**src/rtl/line_pkg.sv**
```systemverilog
// rtl/line_pkg.sv - shared constants, state encoding and helpers for the line arbiter
//
// Purpose : caller count, idle character, FSM state encoding and small
//           arithmetic helpers shared by line_arbiter and rr_arbiter4.
// Ports   : none (package).

package line_pkg;

  localparam int          N_CALLERS  = 4;
  localparam logic [7:0]  CHAR_SPACE = 8'h20;

  localparam logic [2:0] ST_IDLE      = 3'd0;
  localparam logic [2:0] ST_START     = 3'd1;
  localparam logic [2:0] ST_WAIT_BUSY = 3'd2;
  localparam logic [2:0] ST_ACTIVE    = 3'd3;
  localparam logic [2:0] ST_DRAIN     = 3'd4;

  function automatic logic [2:0] popcount4(input logic [3:0] v);
    return {2'b00, v[0]} + {2'b00, v[1]} + {2'b00, v[2]} + {2'b00, v[3]};
  endfunction

  // Add a small increment to an 8-bit counter, pinning at 255.
  function automatic logic [7:0] sat_add8(input logic [7:0] a, input logic [2:0] b);
    logic [8:0] s;
    s = {1'b0, a} + {6'b000000, b};
    return s[8] ? 8'hFF : s[7:0];
  endfunction

endpackage

```
**src/rtl/rr_arbiter4.sv**
```systemverilog
// rtl/rr_arbiter4.sv - four-way round-robin selector
//
// Purpose : picks the first set request bit, scanning upward from ptr and
//           wrapping modulo 4.
// Ports   : req [3:0] in  - request vector
//           ptr [1:0] in  - first index to consider
//           gnt [3:0] out - one-hot winner (zero when none)
//           idx [1:0] out - winner index (zero when none)
//           any       out - at least one request present

module rr_arbiter4
  import line_pkg::*;
(
  input  logic [3:0] req,
  input  logic [1:0] ptr,
  output logic [3:0] gnt,
  output logic [1:0] idx,
  output logic       any
);

  logic [1:0] cand;

  always_comb begin
    gnt  = 4'b0000;
    idx  = 2'd0;
    any  = 1'b0;
    cand = 2'd0;
    for (int i = 0; i < N_CALLERS; i++) begin
      // 2-bit addition wraps naturally, giving the circular scan order.
      cand = ptr + 2'(i);
      if (!any && req[cand]) begin
        any = 1'b1;
        idx = cand;
        gnt = 4'b0001 << cand;
      end
    end
  end

endmodule

```
**src/rtl/line_arbiter.sv**
```systemverilog
// rtl/line_arbiter.sv - grants a shared telephone line to one of four callers
//
// Purpose : round-robin ownership of one line, call setup/teardown pulses,
//           character forwarding from the owner, drop and call statistics.
// Ports   : clk, rst (async, active-high)
//           req[3:0], rel[3:0], char_valid[3:0], char_data[31:0] - callers
//           line_idle                                           - line status
//           gnt[3:0], owner[1:0]                                - ownership
//           line_start, line_end, line_send, line_char[7:0]     - to the line
//           calls_served[15:0], drop_cnt[7:0], start_fail       - status
// All outputs come straight from flops.

module line_arbiter
  import line_pkg::*;
#(
  parameter int MAX_HOLD = 200,
  parameter int START_TO = 4
) (
  input  logic        clk,
  input  logic        rst,
  input  logic [3:0]  req,
  input  logic [3:0]  rel,
  input  logic [3:0]  char_valid,
  input  logic [31:0] char_data,
  input  logic        line_idle,
  output logic [3:0]  gnt,
  output logic [1:0]  owner,
  output logic        line_start,
  output logic        line_end,
  output logic        line_send,
  output logic [7:0]  line_char,
  output logic [15:0] calls_served,
  output logic [7:0]  drop_cnt,
  output logic        start_fail
);

  localparam int HOLD_W = (MAX_HOLD > 2) ? $clog2(MAX_HOLD) : 1;
  localparam int WAIT_W = (START_TO > 2) ? $clog2(START_TO) : 1;

  logic [2:0]        state_q, state_d;
  logic [1:0]        ptr_q, ptr_d;
  logic [1:0]        owner_q, owner_d;
  logic [3:0]        gnt_q, gnt_d;
  logic [HOLD_W-1:0] hold_q, hold_d;
  logic [WAIT_W-1:0] wait_q, wait_d;
  logic              line_start_q, line_start_d;
  logic              line_end_q, line_end_d;
  logic              line_send_q, line_send_d;
  logic [7:0]        line_char_q, line_char_d;
  logic [15:0]       calls_q, calls_d;
  logic [7:0]        drop_q, drop_d;
  logic              start_fail_q, start_fail_d;

  logic [3:0] rr_gnt;
  logic [1:0] rr_idx;
  logic       rr_any;

  logic [3:0] own_mask;
  logic [3:0] dropped;
  logic [7:0] owner_char;

  rr_arbiter4 u_rr (
    .req (req),
    .ptr (ptr_q),
    .gnt (rr_gnt),
    .idx (rr_idx),
    .any (rr_any)
  );

  always_comb begin
    own_mask   = 4'b0001 << owner_q;
    owner_char = char_data[{owner_q, 3'b000} +: 8];
    // Only the owner's strobe in ACTIVE is consumed; everything else is lost.
    dropped    = char_valid & ~((state_q == ST_ACTIVE) ? own_mask : 4'b0000);
  end

  always_comb begin
    state_d      = state_q;
    ptr_d        = ptr_q;
    owner_d      = owner_q;
    gnt_d        = gnt_q;
    hold_d       = hold_q;
    wait_d       = wait_q;
    line_start_d = 1'b0;
    line_end_d   = 1'b0;
    line_send_d  = 1'b0;
    line_char_d  = line_char_q;
    calls_d      = calls_q;
    drop_d       = sat_add8(drop_q, popcount4(dropped));
    start_fail_d = start_fail_q;

    case (state_q)
      ST_IDLE: begin
        if (line_idle && rr_any) begin
          owner_d = rr_idx;
          gnt_d   = rr_gnt;
          ptr_d   = rr_idx + 2'd1;
          state_d = ST_START;
        end
      end

      ST_START: begin
        line_start_d = 1'b1;
        wait_d       = '0;
        state_d      = ST_WAIT_BUSY;
      end

      ST_WAIT_BUSY: begin
        if (!line_idle) begin
          hold_d  = '0;
          state_d = ST_ACTIVE;
        end else if (wait_q == WAIT_W'(START_TO - 1)) begin
          start_fail_d = 1'b1;
          gnt_d        = 4'b0000;
          owner_d      = 2'd0;
          state_d      = ST_IDLE;
        end else begin
          wait_d = wait_q + 1'b1;
        end
      end

      ST_ACTIVE: begin
        hold_d = hold_q + 1'b1;
        if (char_valid[owner_q]) begin
          line_send_d = 1'b1;
          line_char_d = owner_char;
        end
        // The line going idle means the far end already hung up, so no
        // line_end is sent and the call is closed immediately.
        if (line_idle) begin
          calls_d = calls_q + 16'd1;
          gnt_d   = 4'b0000;
          owner_d = 2'd0;
          state_d = ST_IDLE;
        end else if (rel[owner_q] || (hold_q == HOLD_W'(MAX_HOLD - 1))) begin
          line_end_d = 1'b1;
          state_d    = ST_DRAIN;
        end
      end

      ST_DRAIN: begin
        if (line_idle) begin
          calls_d = calls_q + 16'd1;
          gnt_d   = 4'b0000;
          owner_d = 2'd0;
          state_d = ST_IDLE;
        end
      end

      default: begin
        gnt_d   = 4'b0000;
        owner_d = 2'd0;
        state_d = ST_IDLE;
      end
    endcase
  end

  always_ff @(posedge clk or posedge rst) begin
    if (rst) begin
      state_q      <= ST_IDLE;
      ptr_q        <= 2'd0;
      owner_q      <= 2'd0;
      gnt_q        <= 4'b0000;
      hold_q       <= '0;
      wait_q       <= '0;
      line_start_q <= 1'b0;
      line_end_q   <= 1'b0;
      line_send_q  <= 1'b0;
      line_char_q  <= CHAR_SPACE;
      calls_q      <= 16'd0;
      drop_q       <= 8'd0;
      start_fail_q <= 1'b0;
    end else begin
      state_q      <= state_d;
      ptr_q        <= ptr_d;
      owner_q      <= owner_d;
      gnt_q        <= gnt_d;
      hold_q       <= hold_d;
      wait_q       <= wait_d;
      line_start_q <= line_start_d;
      line_end_q   <= line_end_d;
      line_send_q  <= line_send_d;
      line_char_q  <= line_char_d;
      calls_q      <= calls_d;
      drop_q       <= drop_d;
      start_fail_q <= start_fail_d;
    end
  end

  assign gnt          = gnt_q;
  assign owner        = owner_q;
  assign line_start   = line_start_q;
  assign line_end     = line_end_q;
  assign line_send    = line_send_q;
  assign line_char    = line_char_q;
  assign calls_served = calls_q;
  assign drop_cnt     = drop_q;
  assign start_fail   = start_fail_q;

endmodule
```
**config.mk**
```make
export PLATFORM = sky130hd
export DESIGN_NAME = line_arbiter
export DESIGN_NICKNAME = d
export VERILOG_FILES = /design/src/rtl/line_pkg.sv /design/src/rtl/rr_arbiter4.sv /design/src/rtl/line_arbiter.sv
export SDC_FILE = /design/constraint.sdc
export NUM_CORES = 1
export LEC_CHECK = 0
export BUFFER_PORTS_ARGS = -buffer_cell sky130_fd_sc_hd__buf_2
export CAP_MARGIN = 20
export CORE_ASPECT_RATIO = 1.2
export CORE_MARGIN = 10
export CORE_UTILIZATION = 45
export DETAILED_ROUTE_END_ITERATION = 6
export PLACE_DENSITY = 0.69
export SETUP_SLACK_MARGIN = 0.15
export SYNTH_ARGS = -nofsm -noshare
export SYNTH_HDL_FRONTEND = slang
export SYNTH_SLANG_ARGS = --single-unit
export TNS_END_PERCENT = 5
```
**constraint.sdc**
```tcl
create_clock -name clk -period 3.35 [get_ports clk]
set_input_delay 0.1675 -clock clk [delete_from_list [all_inputs] [get_ports clk]]
set_output_delay 0.1675 -clock clk [all_outputs]
set_load 0.05 [all_outputs]
```
After elaboration in Yosys (flattened, before gate mapping)
Cells that the tools add are included.

Register bits: 57.

Add/subtract/negate cells: 11. Order comparisons: 5. Equality and inequality tests: 15. Shifts and indexed selects: 6. Muxes and demuxes: 54. Bitwise logic cells: 3. Reduce and logical (&&, ||, !) cells: 20.

Operators with widths (number): 4-bit two-way mux (9); 32-bit by 6-bit variable part select with 8-bit output (1); 2-bit two-way mux (10); 1-bit by 2-bit << shifter with 4-bit output, first input constant (5); 3-bit two-way mux (6); 16-bit by 1-bit adder with 16-bit output, second input constant (1); 1-bit two-way mux (16); 8-bit two-way mux (2); 4-bit one-hot mux with 4 select lines (1); 8-bit one-hot mux with 2 select lines (1); 2-bit by 3-bit less-than comparator with 1-bit output, second input constant (5); 3-bit one-hot mux with 5 select lines (1); 1-bit binary-select mux with 2-bit select (6); 2-bit inequality test, second input constant (6); 8-bit by 3-bit adder with 9-bit output (1); 8-bit by 1-bit adder with 8-bit output, second input constant (1); 8-bit == test, second input constant (1); 2-bit one-hot mux with 4 select lines (1); 2-bit AND reduction (4); 2-bit by 1-bit adder with 2-bit output, second input constant (3); 3-bit by 2-bit == test with 1-bit output, second input constant (2); 3-bit AND reduction (2); 5-bit AND reduction (1); 2-bit adder, second input constant (2); other kinds (20) (26).

Logic depth before layout (Yosys ltp)
Gate-level depths: netlist (run 1).

Word-level depth: 15. Gate-level depth with buffers: 11. Mapped depth without buffers: 10.

Hierarchy
Synthesis (run 1) repeated with hierarchy kept, for this count alone.

Cells, all modules: 332. Area total of the unflattened synthesis: 3497.1 sq um.

Modules (own cells, without submodules): line_arbiter (times used 1, cells an instance 259, area an instance 2931.6 sq um, seq. area each 1427.6 sq um); rr_arbiter4 (times used 1, cells an instance 73, area an instance 565.5 sq um, seq. area each 0.0 sq um).

Worst setup path after synthesis (run 1)
No wires, ideal clock.

Path kind: reg2reg. Start: register owner_q[1] (netlist: owner[1]). End: register drop_q[6] (netlist: drop_cnt[6]). Library setup time: 125 ps. Arrival time: 3123 ps. Required time: 3225 ps. Slack: 102 ps. Cell stages (with the launch flop): 12. Buffers on the path: 1. Period minus slack after synthesis: 3248 ps. Cell sequence: dfrtp_1 > clkbuf_1 > inv_1 > o31ai_1 > fa_1 > fa_1 > inv_1 > fa_1 > and3_1 > nand3_1 > nor3_1 > a21oi_1.

Cells in the longest elaborated chain, start to end: 9.

RTL lines: start, declared (line line_arbiter.sv:42) `logic [1:0] owner_q, owner_d;`; start signal, assigned (line line_arbiter.sv:176) `owner_q <= owner_d;`; 1-bit by 2-bit << shifter with 4-bit output (*) (line line_arbiter.sv:71) `own_mask = 4'b0001 << owner_q;`; 4-bit two-way mux (*) (line line_arbiter.sv:74) `dropped = char_valid & ~((state_q == ST_ACTIVE) ? own_mask : 4'b0000);`; 4-bit inverter (*) (line line_arbiter.sv:74); 4-bit bitwise AND (*) (line line_arbiter.sv:74); 1-bit by 1-bit adder with 2-bit output (line line_pkg.sv:19) `return {2'b00, v[0]} + {2'b00, v[1]} + {2'b00, v[2]} + {2'b00, v[3]};`; 2-bit by 1-bit adder with 3-bit output (line line_pkg.sv:19); 3-bit by 1-bit adder with 3-bit output (*) (line line_pkg.sv:19); 8-bit by 3-bit adder with 9-bit output (*) (line line_pkg.sv:25) `s = {1'b0, a} + {6'b000000, b};`; 8-bit two-way mux (*) (line line_pkg.sv:26) `return s[8] ? 8'hFF : s[7:0];`; net drop_d[6] (line line_arbiter.sv:51) `logic [7:0] drop_q, drop_d;`; end signal, assigned (line line_arbiter.sv:185) `drop_q <= drop_d;`; end, declared (line line_arbiter.sv:51).

Mark *: on every way through the listed nets, which the timed path passes. The rest lies on a longest branch. A chain may end at the register's enable or synchronous reset.

Worst setup path in the final report (run 1)
Start: register state_q[2]. End: register drop_q[6] (netlist: drop_cnt[6]).

Cells in the longest elaborated chain, start to end: 9.

RTL lines: start, declared (line line_arbiter.sv:40) `logic [2:0] state_q, state_d;`; start signal, assigned (line line_arbiter.sv:174) `state_q <= state_d;`; 3-bit by 2-bit == test with 1-bit output (*) (line line_arbiter.sv:74); 4-bit two-way mux (*) (line line_arbiter.sv:74); 4-bit inverter (*) (line line_arbiter.sv:74); 4-bit bitwise AND (*) (line line_arbiter.sv:74); 1-bit by 1-bit adder with 2-bit output (line line_pkg.sv:19); 2-bit by 1-bit adder with 3-bit output (line line_pkg.sv:19); 3-bit by 1-bit adder with 3-bit output (*) (line line_pkg.sv:19); 8-bit by 3-bit adder with 9-bit output (*) (line line_pkg.sv:25); 8-bit two-way mux (*) (line line_pkg.sv:26); net drop_d[6] (line line_arbiter.sv:51).

Marks and branches as above.

==> summary.txt, run 1 <==
STA
  – Max-Slew Margin vs Limit: 55.2%
  – Min Tclk post-route: 2.94 ns
  – Worst-Margin Slew: 0.671 ns
  – Fmax: 340 MHz
  – Final period util: 87.8%
  – Clock skew: 0.00879 ns
  – Final Hold Fails: 0
  – WHS: 0.223 ns
  – Final Max Slew Viols: 0
  – RSZ-0062 raised after global routing: no
  – Setup tns final: 0 ns
  – Final Setup Violations: 0

GRT
  – First-pass GRT wire length: 13100 um
  – Grt ovf: 0
  – Total track usage: 13.7%
  – Largest net degree at the start of global routing: 32
  – Vias in the first global route: 2723
  – Initial antenna violation count: 0

Yosys
  – Post-synthesis cell type count: 61
  – Synth Instances: 310
  – Synth Net Count: 372
  – Asr flop ratio synth: 100%
  – Ranking of synthesized cells by area: dfrtp_1, mux4_2, ha_1
  – Post-synth top cells: dfrtp_1, nand2_1, nor2_1, o21ai_0, inv_1
  – Synth area leader: dfrtp_1
  – Post-synth EDFFs: 0
  – Yosys top cell area share: 41.3%
  – Most common cell in the synthesized netlist: dfrtp_1
  – Synthesized area: 3390 um^2
  – Seq cells post-synth: 57
  – Register area share after synthesis: 42.1%
  – Syn_area_per_cell: 11.0 um^2
  – Total number of yosys warnings: 0
  – Primary FF master, synth: dfrtp_1

Layout
  – Nets: 463
  – Share of post-route cells with drive strength above 1: 35.8%
  – # diodes: 0
  – Layout area overhead: 22.1%

Clock network
  – CTS Buf Count: 9
  – Post-CTS setup buffers: 0
  – Worst-path clk slew: 0.06 ns
  – Maximum root-to-sink buffer count: 2
  – Clk sink count: 57
  – Clk_lat worst skew: 0.33 ns
  – TritonCTS clock tree: built
  – Root Driver: clkbuf_8
  – H-tree depth: 3
  – Cts repair resizes: 0

Floorplanning
  – I/O pin count: 89
  – Core footprint: 7320 um^2
  – Die H: 115 um
  – Row cnt: 34
  – Die W: 99.3 um
  – Die area: 11400 um^2
  – Initial Utilization: 46.4%

Worst setup path
  – Critical Path RT: 3.57 ns
  – Crit Path Max Fanout: 11
  – Startpoint Class: register
  – Arr. time, crit path: 3.16 ns
  – Crit Path Class: reg -> reg
  – Crit path largest cell delay: 0.50 ns
  – Most frequent CP cell: fa_1
  – CP endpoint kind: register
  – Crit path cell chain: nand3b_1, o31ai_1, fa_1, fa_1, inv_1, fa_1, and3_1, nand3_1, nor3_1, a21oi_1
  – CP max stage cell: fa_1

Detailed routing
  – Top sig layer: met4
  – Post-route ant nets: 0
  – Routed vias: 2708
  – WL met1: 3140 um
  – Drt via density: 5.47
  – Routed wire length on met2: 4190 um
  – Metal3 WL: 421 um
  – Router iterations before antenna repair: 4
  – Drt total wl: 7850 um
  – Wire per inst: 15.9 um
  – Initial DRC count: 167
  – DRC: 0

Place
  – Port bufs: 88
  – Routability cong.: 0.797
  – Dpl hpwl: 6170 um

Power and ir drop
  – Sw frac: 45.9%
  – Logic pwr share: 53.2%
  – P_sw: 1.80 mW
  – Pwr Total: 3.93 mW
  – IR drop worst, VDD: 537 uV
  – Cell internal pwr: 2.12 mW
  – PD cells: 948 nW/um^2
  – Reg power frac: 29.5%
  – Clk pwr share: 17.3%
  – Leak pwr: 2.00 nW

Run status
  – Status: finished, final reports clean

Run
  – Max-Cap Viols: 0

Hold path
  – Hold WC Path Type: in -> reg
[critical path, delay by kind of cell, from the launching register on]
kind | cells | cell delay, ns
adders and majority gates | 3 | 1.17
and+or+nand+nor | 4 | 0.74
DFF | 1 | 0.47
AOI/OAI and AO/OA | 2 | 0.36
buffers and inverters | 1 | 0.09
[registers in the layout, summed over array words and instances, names as in the netlist]
name and flops:
calls_served 16, drop_cnt 8, hold_q 8, line_char 8, gnt 4, state_q 3, owner 2, ptr_q 2
wait_q 2, line_end 1, line_send 1, line_start 1, start_fail 1
[cells in the final DEF (no fill, tap or decap), types with 2 or more instances in the layout]
cell and count:
a21o_1 2, o211ai_1 3, clkbuf_8 13, a211o_1 2, buf_4 5, nor2b_1 5
nor2_1 16, nand2b_1 4, a31oi_1 3, nor3b_1 3, xor2_1 6, a21oi_1 4
mux2i_1 4, inv_1 14, dfrtp_1 55, nand3_1 10, and3_1 7, o21ai_0 16
fa_1 3, or3b_1 2, a22oi_1 4, o21a_1 3, ha_1 12, nand4_1 5
nand2_1 26, o31ai_1 2, nand3b_1 4, o2bb2ai_1 4, buf_2 88, a221o_2 4
mux2_2 11, mux4_2 13, nor3_1 8, xnor2_1 12
[stage by stage]
stage / cells / utilization [%] / instance area, um^2 / setup slack (ns)
after floorplan: 310 / - / 3400 / 0.167
final: 495 / 56.6 / 4140 / 0.409
after global routing: 495 / 56.6 / 4140 / 0.171
after detailed placement: 479 / 53.6 / 3920 / 0.398
after CTS: 495 / 56.6 / 4140 / 0.389
after global placement: 479 / 53.6 / 3920 / 0.458
[worst paths after layout]
check,start,to,slack [ns],depth (start not counted)
setup reg to reg,state_q[2],drop_cnt[6],0.41,10
max in group asynchronous,rst,line_char[5],2.08,4
hold reg to reg,calls_served[15],calls_served[15],0.46,1
hold / removal,line_idle,line_end,0.22,2
min in group asynchronous,rst,line_char[4],0.43,3
setup / recovery,state_q[2],drop_cnt[6],0.41,10
[metal layers]
layer	track usage, %	vias to the layer above
met3	4.02	6
li1	-	1318
met4	5.45	0
met1	15.8	1329
met5	0	-
met2	23.6	55
[power groups by stage]
stage | clock, mW | sequential, mW | combinational, mW
floorplan | 0 | 1.67 | 1.13
global placement | 0 | 1.15 | 2.07
detailed placement | 0 | 1.17 | 2.11
CTS | 0.696 | 1.16 | 2.11
global route | 0.729 | 1.20 | 2.27
finish | 0.680 | 1.16 | 2.09
[cell families (layout without fill, tap and decap cells)]
family,Yosys count,count (layout),synth area share [%]
AO/OA/AOI/OAI,64,64,14.7
XOR/XNOR,18,18,4.64
adder cells (fa/ha/maj),15,15,6.19
buffers and inverters,29,124,3.61
flip-flops,57,57,42.1
multiplexers,28,28,13.5
AND/OR/NAND/NOR,99,99,15.4
[cell type report]
cell class,count,area (um^2)
sequential,57,1430
clock buffer,13,179
fill,644,3170
clock inverter,2,35.0
tap,90,113
inverter,15,56.3
timing repair buffer,94,488
multi-input combinational,224,1840
[what timing repair did]
| item | 4_1_cts | 5_1_grt |
|---|---|---|
| hold buffers | 1 | 0 |
| setup endpoints to repair | 0 | 0 |
| hold endpoints to repair | 26 | 0 |
(Power assumes the default switching activity.)
==> run 2: changes to the inputs <==
--- a/config.mk
+++ b/config.mk
@@ -9,9 +9,9 @@
 export CAP_MARGIN = 20
 export CORE_ASPECT_RATIO = 1.2
 export CORE_MARGIN = 10
-export CORE_UTILIZATION = 45
+export CORE_UTILIZATION = 29
 export DETAILED_ROUTE_END_ITERATION = 6
-export PLACE_DENSITY = 0.69
+export PLACE_DENSITY = 0.48
 export SETUP_SLACK_MARGIN = 0.15
 export SYNTH_ARGS = -nofsm -noshare
 export SYNTH_HDL_FRONTEND = slang
==> constraint.sdc (replaced) <==
create_clock -name clk -period 3.35 [get_ports clk]
set_input_delay 0.67 -clock clk [delete_from_list [all_inputs] [get_ports clk]]
set_output_delay 0.67 -clock clk [all_outputs]
set_load 0.05 [all_outputs]
==> run 2 against run 1 <==
Maximum frequency up 3.0%; clock power up 54%; via count up 1.8%; worst hold slack better by 0.21 ns; final cell count up 14%; critical path depth unchanged; core utilization down 19 points; clock skew down 0.0035 ns; highest routed layer unchanged.
==> summary.txt, run 2 (synthesis results as in run 1) <==
STA
  – Max-Slew Margin vs Limit: 49.8% (-5.3 points)
  – Worst-Margin Slew: 0.751 ns (+0.0800 ns)
  – Worst setup margin: 0.493 ns (+0.0844 ns)
  – Final Setup Violations: 0 (unchanged)
  – Final period util: 85.3% (-2.5 points)
  – Min Tclk post-route: 2.86 ns (-0.0844 ns)
  – RSZ-0062 raised after global routing: no
  – Final Max Slew Viols: 0 (unchanged)
  – Setup tns final: 0 ns (unchanged)
  – Fmax: 350 MHz (+3.0%)
  – Clock skew: 0.00531 ns (-0.00348 ns)
  – Final Hold Fails: 0 (unchanged)

Clock network
  – CTS Buf Count: 9 (unchanged)
  – Cts repair resizes: 0 (unchanged)
  – Clk sink count: 57 (unchanged)
  – Maximum root-to-sink buffer count: 2 (unchanged)
  – Root Driver: clkbuf_16
  – Hold buffer count at CTS: 0 (-1)
  – Post-CTS setup buffers: 0 (unchanged)
  – H-tree depth: 3 (unchanged)
  – Clk_lat worst skew: 0.33 ns (about the same)
  – TritonCTS clock tree: built
  – Worst-path clk slew: 0.05 ns (about the same)

Layout
  – Max reg flops: 16 (unchanged)
  – # diodes: 0 (unchanged)
  – Fill count: 1163 (+81%)
  – Commonest non-fill, non-tap cell in the layout: buf_2
  – Most frequent cells in the layout: buf_2, dfrtp_1, nand2_1, nor2_1, o21ai_0
  – Layout area overhead: 29.3%
  – Nets: 466 (+0.65%)
  – Finished Cell Area: 4390 um^2 (+5.9%)
  – Share of post-route cells with drive strength above 1: 36.7% (+0.87 points)
  – Cell Count, Final, Fillers Out: 566 (+14%)

Place
  – Dpl hpwl: 6600 um (+6.9%)
  – Worst slack, placed: 0.489 ns (+0.0912 ns)
  – Routability cong.: 0.747 (-6.3%)
  – Placed insts: 550 (+15%)
  – Placed Area: 4050 um^2 (+3.2%)
  – Port bufs: 88 (unchanged)

GRT
  – Grt ovf: 0 (unchanged)
  – First-pass GRT wire length: 14400 um (+10%)
  – Total track usage: 10.6% (-3.1 points)
  – Vias in the first global route: 2774 (+1.9%)
  – Largest net degree at the start of global routing: 31 (-3.1%)
  – Initial antenna violation count: 0 (unchanged)

Worst setup path
  – Crit Path Max Fanout: 4 (-7)
  – Worst setup path startpoint: state_q[2]
  – Arr. time, crit path: 3.07 ns (-0.09 ns)
  – CP max stage cell: fa_1
  – Most frequent CP cell: fa_1
  – CP endpoint kind: register
  – Startpoint Class: register
  – Critical Path RT: 3.56 ns (about the same)
  – RR Startpoint: state_q[2]
  – Crit path largest cell delay: 0.51 ns (about the same)
  – Crit Path Class: reg -> reg
  – Crit path cell chain: nand3b_1, o31ai_1, fa_1, fa_1, inv_1, fa_1, and3_1, nand3_1, nor3_1, a21oi_1
  – FF-to-FF setup slack: 0.49 ns (+0.08 ns)

Detailed routing
  – Router iterations before antenna repair: 5 (+1)
  – Drt total wl: 8640 um (+10%)
  – DRC: 0 (unchanged)
  – Routed vias: 2758 (+1.8%)
  – Initial DRC count: 150 (-10%)
  – Drt via density: 4.87 (-11%)
  – Post-route ant nets: 0 (unchanged)
  – Wire per inst: 15.3 um (-3.8%)

Hold path
  – Hold WC Path Type: in -> async

Floorplanning
  – Row cnt: 43 (+26%)
  – Die W: 119 um (+20%)
  – Die H: 139 um (+20%)
  – I/O pin count: 89 (unchanged)
  – Initial Utilization: 29.5% (-17 points)
  – Core footprint: 11500 um^2 (+57%)
  – Die area: 16500 um^2 (+44%)

Run status
  – Status: finished, final reports clean

Power and ir drop
  – Cell internal pwr: 2.47 mW (+16%)
  – IR drop worst, VDD: 351 uV (-35%)
  – PD cells: 991 nW/um^2 (+4.6%)
  – Sw frac: 43.1% (-2.8 points)
  – Logic pwr share: 50.1% (-3.1 points)
  – Leak pwr: 2.08 nW (+4.1%)
  – Clk pwr share: 24.1% (+6.8 points)
  – P_sw: 1.88 mW (+4.1%)
  – Reg power frac: 25.7% (-3.8 points)
  – Pwr Total: 4.35 mW (+11%)

Run
  – Max-Cap Viols: 0 (unchanged)
## run 2: cell types whose count changed in the layout (fill, tap and decap cells not counted)
cell	delta
clkbuf_8	-12
clkbuf_16	+9
buf_4	+3
bufinv_16	+2
clkinv_2	+2
buf_12	+1
dlygate4sd3_1	-1
## run 2: through the flow
stage                     hold WS, ns  util, %
final                           0.436     38.1
after global routing            0.489     38.1
after CTS                       0.451     38.1
after detailed placement        0.460     35.1
after global placement          0.457     35.1
after floorplan                 0.457        -
## run 2: area by class of cell
cell class / instances / area (um^2) / share of cell area, %
tap: 157 / 196 / 4.47
clock buffer: 10 / 239 / 5.44
inverter: 15 / 56.3 / 1.28
multi-input combinational: 224 / 1840 / 42.0
timing repair buffer: 97 / 520 / 11.9
sequential: 57 / 1430 / 32.5
clock inverter: 6 / 105 / 2.39
## run 2: power groups by stage
stage / clock network [mW] / logic [mW] / registers (mW)
finish: 1.05 / 2.18 / 1.12
global route: 1.11 / 2.38 / 1.16
CTS: 1.08 / 2.20 / 1.12
detailed placement: 0 / 2.19 / 1.14
global placement: 0 / 2.19 / 1.13
floorplan: 0 / 1.13 / 1.67
## run 2: path summary, 6_finish.rpt
kind | endpoint | cells past startpoint
worst max-delay path | drop_cnt[6] | 10
worst min-delay path | drop_cnt[3] | 2
worst max register to register | drop_cnt[6] | 10
worst min register to register | calls_served[15] | 1
max in group asynchronous | calls_served[8] | 3
min in group clk | calls_served[15] | 1
## run 2: routing by layer
metal	vias up	routed length (um)	share of wire [%]	GRT usage [%]
met3	12	380	4.4	2.36
met4	0	157	1.8	4.38
met5	-	0	0	0
met1	1340	3630	42	12.4
li1	1339	-	-	-
met2	67	4470	52	18.2
## run 2: critical path: cells and delay by family, from the launching register on
kind | cells | cell delay [ns]
buffers and inverters | 1 | 0.09
flip-flops | 1 | 0.37
adder cells (fa/ha/maj) | 3 | 1.17
AO/OA/AOI/OAI | 2 | 0.40
AND/OR/NAND/NOR | 4 | 0.72
